<file path="config.mk">
export PLATFORM = sky130hd
export DESIGN_NAME = payload_engine_ctrl
export DESIGN_NICKNAME = d
export VERILOG_FILES = /design/src/rtl/payload_engine_ctrl.sv
export SDC_FILE = /design/constraint.sdc
export NUM_CORES = 1
export LEC_CHECK = 0
export CAP_MARGIN = 25
export CORE_ASPECT_RATIO = 0.8
export CORE_MARGIN = 2
export CORE_UTILIZATION = 25
export CTS_CLUSTER_DIAMETER = 200
export CTS_CLUSTER_SIZE = 16
export DETAILED_ROUTE_END_ITERATION = 10
export GPL_ROUTABILITY_DRIVEN = 0
export MAX_ROUTING_LAYER = met4
export PLACE_DENSITY_LB_ADDON = 0.3
export SYNTH_ARGS = -nofsm -noshare
export SYNTH_HDL_FRONTEND = slang
export SYNTH_SLANG_ARGS = --single-unit
</file>
<file path="constraint.sdc">
create_clock -name clk -period 5.6 [get_ports clk]
set_input_delay 0.56 -clock clk [delete_from_list [all_inputs] [get_ports clk]]
set_output_delay 0.56 -clock clk [all_outputs]
set_load 0.1 [all_outputs]
</file>
<file path="src/rtl/payload_engine_ctrl.sv">
// -----------------------------------------------------------------------------
// payload_engine_ctrl
//
// Per-packet sequencer for a bank of NUM_ENG payload regex engines that share
// one character decoder. For every packet it:
//   1. clears all engines with a one-cycle eng_sod pulse,
//   2. forwards each accepted payload byte to the decoder (dec_data/dec_valid)
//      and advances the engines with eng_en only on cycles that carry a byte,
//   3. keeps eng_en high with the decoder gated off so the engine pipeline
//      drains after the last byte, then captures the sticky match vector,
//   4. offers the captured vector, byte count and running counters on a
//      result handshake.
//
// Handshakes (both streams): a transfer happens on a rising clk edge where
// valid && ready are both high. The sender holds its payload stable while
// valid is high and ready is low. Ready may be high without valid, and that
// has no effect.
//
// Ports:
//   clk, rst             clock, asynchronous active-high reset
//   s_data/s_valid/s_last/s_ready   payload byte stream in
//   dec_data, dec_valid  registered byte and gate to the character decoder
//   eng_sod              engine clear (high throughout reset as well)
//   eng_en               engine clock enable
//   eng_match            sticky engine match bits
//   res_match, res_any, res_len, res_valid, res_ready   result handshake
//   pkt_cnt, hit_cnt     completed packets / completed packets with a match
// -----------------------------------------------------------------------------
module payload_engine_ctrl #(
  parameter int NUM_ENG  = 64,
  parameter int PIPE_LAT = 2,
  parameter int LEN_W    = 16
) (
  input  logic               clk,
  input  logic               rst,
  input  logic [7:0]         s_data,
  input  logic               s_valid,
  input  logic               s_last,
  output logic               s_ready,
  output logic [7:0]         dec_data,
  output logic               dec_valid,
  output logic               eng_sod,
  output logic               eng_en,
  input  logic [NUM_ENG-1:0] eng_match,
  output logic [NUM_ENG-1:0] res_match,
  output logic               res_any,
  output logic [LEN_W-1:0]   res_len,
  output logic               res_valid,
  input  logic               res_ready,
  output logic [31:0]        pkt_cnt,
  output logic [31:0]        hit_cnt
);

  typedef enum logic [2:0] {
    IDLE   = 3'd0,
    CLEAR  = 3'd1,
    STREAM = 3'd2,
    DRAIN  = 3'd3,
    REPORT = 3'd4
  } state_t;

  localparam int CNT_W = $clog2(PIPE_LAT + 1);

  state_t           state;
  state_t           state_next;
  logic [CNT_W-1:0] drain_cnt;
  logic             sod_q;
  logic             beat;
  logic             drain_done;
  logic             res_fire;

  // s_ready is high exactly in STREAM, so a beat can only happen there.
  assign beat       = s_valid && s_ready;
  assign drain_done = (state == DRAIN) && (drain_cnt == CNT_W'(1));
  assign res_fire   = (state == REPORT) && res_valid && res_ready;

  // Engines must stay cleared for the whole reset, not just after it.
  assign eng_sod = rst | sod_q;

  // ---------------------------------------------------------------------------
  // Next-state logic
  // ---------------------------------------------------------------------------
  always_comb begin
    state_next = state;
    unique case (state)
      IDLE:    if (s_valid) state_next = CLEAR;   // byte waits for STREAM
      CLEAR:   state_next = STREAM;
      STREAM:  if (beat && s_last) state_next = DRAIN;
      DRAIN:   if (drain_done) state_next = REPORT;
      REPORT:  if (res_fire) state_next = IDLE;
      default: state_next = IDLE;
    endcase
  end

  // ---------------------------------------------------------------------------
  // State register and registered outputs. Control outputs are decoded from
  // state_next so they line up with the state they belong to.
  // ---------------------------------------------------------------------------
  always_ff @(posedge clk or posedge rst) begin
    if (rst) begin
      state     <= IDLE;
      sod_q     <= 1'b0;
      s_ready   <= 1'b0;
      dec_data  <= 8'd0;
      dec_valid <= 1'b0;
      eng_en    <= 1'b0;
      drain_cnt <= '0;
      res_match <= '0;
      res_any   <= 1'b0;
      res_len   <= '0;
      res_valid <= 1'b0;
      pkt_cnt   <= 32'd0;
      hit_cnt   <= 32'd0;
    end else begin
      state     <= state_next;
      sod_q     <= (state_next == CLEAR);
      s_ready   <= (state_next == STREAM);
      res_valid <= (state_next == REPORT);

      // The decoder only sees a live byte on the cycle after its beat. In
      // DRAIN the decoder is gated off, so the engines shift all-zero classes.
      dec_valid <= beat;
      eng_en    <= beat || (state_next == DRAIN);
      if (beat) begin
        dec_data <= s_data;
      end

      if (state == CLEAR) begin
        res_len <= '0;
      end else if (beat && (res_len != {LEN_W{1'b1}})) begin
        res_len <= res_len + LEN_W'(1);
      end

      // The count is loaded with the last beat; the first DRAIN cycle is the
      // one carrying that byte, and the vector is sampled as the count hits 1.
      if (beat && s_last) begin
        drain_cnt <= CNT_W'(PIPE_LAT);
      end else if (state == DRAIN) begin
        drain_cnt <= drain_cnt - CNT_W'(1);
      end

      if (drain_done) begin
        res_match <= eng_match;
        res_any   <= |eng_match;
      end

      if (res_fire) begin
        pkt_cnt <= pkt_cnt + 32'd1;
        hit_cnt <= hit_cnt + {31'd0, res_any};
      end
    end
  end

endmodule

</file>
### Word level (Yosys, flattened, before mapping)

Cells that the tools add are included.

* add/sub/neg operators: 4
* eq/ne operators: 10
* mux-type cells: 9
* bitwise operators: 1
* reduce and logical (&&, ||, !) cells: 11

Operators by type and width (count)
* 64-bit OR reduction: 1
* 32-bit by 1-bit adder with 32-bit output: 1
* 32-bit by 1-bit adder with 32-bit output (second input constant): 1
* 16-bit two-way mux: 2
* 16-bit by 1-bit adder with 16-bit output (second input constant): 1
* 16-bit != test (second input constant): 1
* 3-bit case mux with 5 select lines: 1
* 3-bit by 2-bit == test with 1-bit output (second input constant): 4
* 3-bit two-way mux: 4
* 3-bit by 1-bit == test with 1-bit output (second input constant): 2
* 3-bit == test (second input constant): 2
* 1-bit logical AND: 6
* 2-bit two-way mux: 2
* 2-bit nonzero test: 2
* 3-bit zero test: 1
* 2-bit by 1-bit == test with 1-bit output (second input constant): 1
* 2-bit by 1-bit subtractor with 2-bit output (second input constant): 1
* 1-bit logical OR: 1
* 1-bit bitwise OR: 1

* register bits: 163
* input bits: 77
* output and inout port bits: 158
* word-level logic and storage cells: 48

### Logic depth before layout (Yosys ltp)

* depth in word-level cells: 7
* gate-level depth with buffers: 8
* gate-level depth less buffers: 7

### Least setup slack after synthesis

OpenSTA, ideal clock, no wires.

* path kind: register -> register
* from: register pkt_cnt[7]
* to: register pkt_cnt[24]
* setup time: 0.158 ns
* arrival: 2.359 ns
* data required time: 5.442 ns
* slack: 3.083 ns
* cell stages (with the launch flop): 6
* buffers on the path: 0
* period minus slack after synthesis: 2.517 ns
* path through: dfrtp_1 > and4_4 > nand4_4 > nor4_4 > nand4_1 > xnor2_1

* word-level cells in the longest chain between the ends: 1

Ends and longest elaborated chain
* start: declaration: line 50 `output logic [31:0] pkt_cnt,`
* start signal: assignment: line 148 `pkt_cnt <= pkt_cnt + 32'd1;`
* 32-bit by 1-bit adder with 32-bit output: line 148

No other way between the ends.
A chain may end at the register's enable or synchronous reset.

### Worst setup path after layout

* from: input port rst
* to: output port eng_sod

* word-level cells in the longest chain between the ends: 1

Ends and longest elaborated chain
* start: declaration: line 35 `input logic rst,`
* 1-bit bitwise OR: line 78 `assign eng_sod = rst | sod_q;`
* end: declaration: line 42 `output logic eng_sod,`

No other way between the ends.

==> results.tsv <==
stage	metric	value	unit
run_status	status	finished clean	
detailed_routing	DR WL/cell	15.9	microns
synthesis	largest area contributor in the netlist	dfrtp_1	
sta	Period minus WS final	2.93	ns
worst_setup_path	end of the worst register-to-register path	res_match[16]$_DFFE_PP0P_	
synthesis	Mapped Nets	635	
final_layout	final instance area	10300	sq um
detailed_routing	Via density	4.37	
worst_hold_path	Hold WC Path Type	reg -> reg	
worst_setup_path	critical path class	in -> out	
clock_network	CTS Buf Count	17	
clock_network	Setup Buffers After CTS	0	
clock_network	CTS H-tree depth	4	
worst_setup_path	Crit Reg-Reg Startpoint	state[1]$_DFF_PP0_	
synthesis	register bit total from synthesis	163	
die	Die H	153	microns
worst_setup_path	crit path launch type	primary input	
grt	gr ovfl total	0	
worst_setup_path	CP Data Required Time	5.04	ns
clock_network	Clock Sinks	163	
power_and_ir_drop	Pleak	4.28	nW
synthesis	cell area after synthesis	6940	sq um
detailed_routing	drt first-iter violations	176	
sta	fin crit share	0.523	
grt	Total Routing Usage GR	0.135	
sta	# setup viols final	0	
synthesis	Distinct cells, synth	38	
sta	Rel. slew slack	0.286	
synthesis	most frequent cells after synthesis	163 x dfrtp_1, 75 x mux2_2, 57 x xnor2_1, 40 x nand2_1	
die	starting density of the core	0.254	
worst_setup_path	CP Launch Point	rst	
placement	Port Buf Inserts	234	
clock_network	Worst-path clk slew	0.06	ns
final_layout	FILL cells	2683	
final_layout	Area Growth Syn to Fin	48.7	%
final_layout	ANT cells	0	
sta	Final Skew	0.0159	ns
worst_setup_path	CP arrival	2.37	ns
synthesis	Post-Synthesis Cells	553	
detailed_routing	router iterations before antenna repair	4	
sta	Least-Margin Pin Slew	1.07	ns
grt	vias in the first global route	5287	
grt	first-pass GRT wire length	29600	microns
power_and_ir_drop	PD cells	618	nW/um^2
placement	Placement Cell Area	9700	sq um
clock_network	CTS Buffer Depth	2	
synthesis	Synth area leaders	dfrtp_1 59%, mux2_2 12%, xnor2_1 7.2%	
clock_network	Root Buffer	clkbuf_16	
sta	setup TNS	0	ns
worst_setup_path	setup slack, reg-to-reg	3.49	ns
final_layout	Final nets	874	
synthesis	share of the synthesized area in the top cell type	0.587	
power_and_ir_drop	maximum vdd drop	0.433	mV
worst_setup_path	CP endpoint kind	output pin	
synthesis	syn avg cell area	12.6	sq um
detailed_routing	Residual DRC	0	
sta	max-slew violations	0	
detailed_routing	Post-DRT Antenna Nets	0	
sta	Hold WS	0.472	ns
clock_network	CTS tree	done	
grt	initial antenna violation count	0	
synthesis	sequential area share after synthesis	0.587	
detailed_routing	WL final	18600	microns
sta	Hold Fails Final Rpt	0	
worst_setup_path	crit path to	eng_sod	
run	Max Cap Violations	0	
final_layout	layout cells sized above 1	0.146	
synthesis	Post-synth top flop	dfrtp_1	
detailed_routing	vias	5103	
die	Core Rows	54	
sta	RSZ-0062 raised after global routing	no	
grt	largest net degree at the start of global routing	86	
synthesis	Yosys warnings	0	
die	# IOs	235	
synthesis	most frequent cell after synthesis	dfrtp_1	
clock_network	Post-CTS Resized	0	
die	Die ar.	29100	sq um
die	core area	27300	sq um
worst_setup_path	crit-path max FO	2	
synthesis	asr flop ratio synth	1.00	
worst_setup_path	R2R depth	5	
clock_network	worst-skew pair later-pin latency	0.43	ns
placement	DP HPWL	13400	microns
synthesis	Post-synth EDFFs	0	
clock_network	hold_buf cts	0	
die	chip width	190	microns
sta	Fmax	0.342	GHz
==> metrics by stage <==
stage	total power, mW	util	std cells	setup slack [ns]
2_1_floorplan	4.31	-	553	0.635
3_3_place_gp	5.13	0.355	1137	2.67
3_5_place_dp	5.14	0.355	1137	2.68
4_1_cts	6.45	0.378	1168	2.67
5_1_grt	6.62	0.378	1168	2.64
6_report	6.38	0.378	1168	2.67
==> flip-flops by register name, indices dropped and copies added (netlist names), 2 cells and up <==
| register | flops |
|---|---|
| res_len | 16 |
| dec_data | 8 |
| hit_cnt | 32 |
| drain_cnt | 2 |
| res_match | 64 |
| state | 3 |
| pkt_cnt | 32 |
==> power by group <==
group          leakage (nW)  switching, mW  total [mW]  internal, mW
sequential             2.09          0.192        1.68          1.49
combinational          1.89           2.60        3.42         0.825
clock                 0.306          0.492        1.27         0.780
total                  4.28           3.28        6.38          3.10
==> critical path: stages <==
cell and delay [ns]:
clkdlybuf4s50_1 0.55, or2_2 0.14, clkdlybuf4s50_1 1.12
==> cell families after synthesis <==
kind of cell	share of synthesized area
flops	0.587
xor+xnor	0.0959
compound gates	0.0112
mux	0.123
fa+ha+maj	0.00901
buf+inv	0.0159
simple gates	0.158
==> layout make-up <==
class,count,area (sq um),share of cell area
Inverter,5,23.8,0.00230
Tap cell,364,455,0.0441
Timing Repair Buffer,238,2380,0.231
Sequential cell,163,4080,0.395
Multi-Input combinational cell,367,2760,0.267
Clock inverter,9,151,0.0147
Clock buffer,22,474,0.0459
==> layout by cell type (no fill, tap or decap), types with 4 or more instances in the layout <==
master	count
xor2_1	19
clkbuf_16	17
xnor2_1	57
ha_1	5
and3_1	11
a21oi_1	4
mux2_2	75
dfrtp_1	163
clkdlybuf4s50_1	234
o21ai_0	5
and2_1	7
inv_1	4
bufinv_16	4
and4_1	8
nor4_1	24
nand3_1	30
nor3_1	8
nand4_1	26
nor2_1	30
nand2_1	39
==> worst min path at each step <==
stage	from	endpoint	slack, ns	cells past startpoint
floorplan	drain_cnt[0]$_DFFE_PP0P_	drain_cnt[0]$_DFFE_PP0P_	0.53	2
global placement	pkt_cnt[31]$_DFFE_PP0P_	pkt_cnt[31]$_DFFE_PP0P_	0.46	1
detailed placement	pkt_cnt[31]$_DFFE_PP0P_	pkt_cnt[31]$_DFFE_PP0P_	0.47	1
CTS	pkt_cnt[31]$_DFFE_PP0P_	pkt_cnt[31]$_DFFE_PP0P_	0.48	1
global route	pkt_cnt[31]$_DFFE_PP0P_	pkt_cnt[31]$_DFFE_PP0P_	0.48	1
finish	pkt_cnt[31]$_DFFE_PP0P_	pkt_cnt[31]$_DFFE_PP0P_	0.47	1
==> routing by layer <==
| layer | GRT usage | up-vias | part of all wire |
|---|---|---|---|
| met5 | - | - | 0 |
| met4 | 0.0399 | 0 | 0.010 |
| met3 | 0.0595 | 12 | 0.095 |
| met2 | 0.195 | 161 | 0.44 |
| met1 | 0.170 | 2487 | 0.46 |
| li1 | - | 2443 | - |
(Power assumes the default switching activity.)
==> variant, RTL diff (same flow settings) <==
Make the reset (`rst`) synchronous in one clocked block. Comments in the files are not updated.
--- a/src/rtl/payload_engine_ctrl.sv
+++ b/src/rtl/payload_engine_ctrl.sv
@@ -98,3 +98,3 @@
   // ---------------------------------------------------------------------------
-  always_ff @(posedge clk or posedge rst) begin
+  always_ff @(posedge clk) begin
     if (rst) begin
Function: differs if rst is asserted again (counterexample within 4 cycles, from zero or initial values and one cycle with rst high); with rst held inactive, the same outputs for 10 cycles.
==> variant against the unedited design <==
Die area decreased by 3.1%. Setup slack got worse by 0.11 ns. Sequential cell count unchanged. Critical path depth unchanged. Fmax decreased by 3.6%. Area after synthesis decreased by 3.2%. Design area decreased by 3.4%. Wire length increased by 11%. First-iteration DRC count increased by 84%.
Power is not compared: it rests on default switching activity, and its combinational part moved more than twofold at a synthesized area within 25%.
==> variant: results (changes against the unedited design) <==
The tools report the overall global routing resource usage as 14.87% (was 13.53%). The number of global-route vias before repair is 6,156 (was 5,287). Synth area leaders: dfxtp_1, nand2_1, a21oi_1 (was dfrtp_1, mux2_2, xnor2_1).

Buffer count from post-CTS setup fixing: 0 (unchanged). The slew at the pin with the worst max-slew slack is 1.044 ns (was 1.068 ns). Number of DRC markers in iteration 0: 323 (was 176).

The path category of the worst min-delay check is flop to flop (unchanged). Wire length on met3: 1430 µm (was 1770 µm). The peak fanout along the critical path came out at 63 (was 2).

The number of levels in the clock H-tree was 4 (unchanged). The half-perimeter wire length of the detailed placement result was 14,330 µm (was 13,390 µm); the proportion of layout cells with a drive suffix above 1 was 4.207% (was 14.55%). The clock-pin slew reported for the worst setup and hold paths after clock tree synthesis works out to 0.06 ns (about the same). The source of the worst hold timing path was res_match[54] (was pkt_cnt[31]). The source of the worst register-to-register timing path is state[2] (was state[1]). The xor/xnor cell area share of the yosys netlist is 7.820% (was 9.587%), and the number of fill cells in the layout is 2,715 (was 2,683).

The cell count of the worst reg-to-reg path is 5 (unchanged), and the sum of met2 wire segment lengths after detailed routing is 8890 µm (was 8080 µm). The share of synthesized registers carrying an async set or reset is 0% (was 100.0%). The power after layout is 2541 µW.

The compound-cell area share of the yosys netlist works out to 8.993% (was 1.117%). Largest registers: res_match (64), hit_cnt (32), pkt_cnt (32) (unchanged). Most common flop cell mapped by yosys: dfxtp_1 (was dfrtp_1). The worst-path cell with the longest stage delay was clkdlybuf4s50_1 (unchanged).

The sequential element share of the synthesized area is 48.56% (was 58.75%). The count of unique library cells instantiated by Yosys is 40 (was 38), and the area share of fa/ha/maj cells after synthesis is 0.9309% (was 0.9011%). The worst hold path endpoint was res_match[54] (was pkt_cnt[31]).

The initial antenna violation count was 0 (unchanged). For the pin count of the biggest net entering global routing, the log shows 89 (was 86). The flow ran to the end, and the final reports show no timing, DRC or antenna violations. The arrival time reported for the critical path endpoint was 2.48 ns (was 2.37 ns). The multiplexer fraction of the synthesized cell area is 0.7447% (was 12.31%).

The worst slack at placement was 2.550 ns (was 2.676 ns); the met1 wire length was 10,010 µm (was 8510 µm). The iteration count of the initial detailed-routing pass is 5 (was 4). The average via count per standard cell is 4.561 (was 4.369). The logs give 0 (unchanged) for the post-cts repair resize count and 3.22 ns (was 3.49 ns) for the minimum setup slack among reg-to-reg paths.

The wire length of the first global-routing pass was 32,570 µm (was 29,550 µm); the worst hold path stage count was 2 (was 1). The run gives 0.01371 ns (was 0.01587 ns) as the worst-case clock skew. The number of buffers on the longest clock path is 2 (unchanged).

The final net count came out at 1,115 (was 874). The net count after synthesis is 905 (was 635). Library cell used as clock root buffer: clkbuf_16 (unchanged). The capture instance of the worst register-to-register path is pkt_cnt[26] (was res_match[16]). Most instantiated cells after synthesis: nand2_1, dfxtp_1, a21oi_1 (was dfrtp_1, mux2_2, xnor2_1).

Power dissipated by switching net loads: 587.1 µW. The average routed wire per standard cell came out at 14.69 µm (was 15.89 µm).
[variant: cell count changes in the layout (fill, tap and decap cells not counted), sizes merged, moves of 7 or more]
cell   change
dfxtp    +163
xnor2     -20
nor2      +50
dfrtp    -163
mux2      -75
o21ai      +7
nand3      -8
or3        +9
a21oi     +86
nand2    +141
nor4       +7
[variant: area by class of cell]
cell class | instances | area [µm²] | area share [%]
clock buffer | 20 | 456.7 | 4.577
inverter | 10 | 37.54 | 0.3762
multi-input combinational | 603 | 3248 | 32.56
timing repair buffer | 238 | 2370 | 23.75
sequential | 163 | 3263 | 32.71
clock inverter | 12 | 155.1 | 1.555
tap | 357 | 446.7 | 4.477
[variant: worst max-delay path by stage]
stage                     startpoint         end  slack (ns)  depth (start not counted)
final                            rst     eng_sod        2.56                          3
after global routing             rst     eng_sod        2.48                          3
after CTS                        rst     eng_sod        2.55                          3
after detailed placement         rst     eng_sod        2.55                          3
after global placement           rst     eng_sod        2.54                          3
after floorplan           res_len[0]  res_len[1]        2.79                          7
[variant: layer usage]
layer | up-vias | global-route usage (%)
met5 | - | -
met4 | 0 | 4.206
met3 | 16 | 5.035
met2 | 184 | 21.60
met1 | 2961 | 19.58
li1 | 3238 | -
[variant: per-stage QoR]
step	cells	hold slack (ns)	util (%)	cell area (µm²)
6_report	1403	0.4517	37.90	9977
5_1_grt	1403	0.4707	37.90	9977
4_1_cts	1403	0.4548	37.90	9977
3_5_place_dp	1371	0.4462	35.57	9365
3_3_place_gp	1371	0.4409	35.57	9365
2_1_floorplan	823	0.5135	-	6720
[variant: worst max-delay path, delay by kind of cell]
family / cells / cell delay, ns
buf+inv: 2 / 1.63
simple gates: 1 / 0.23
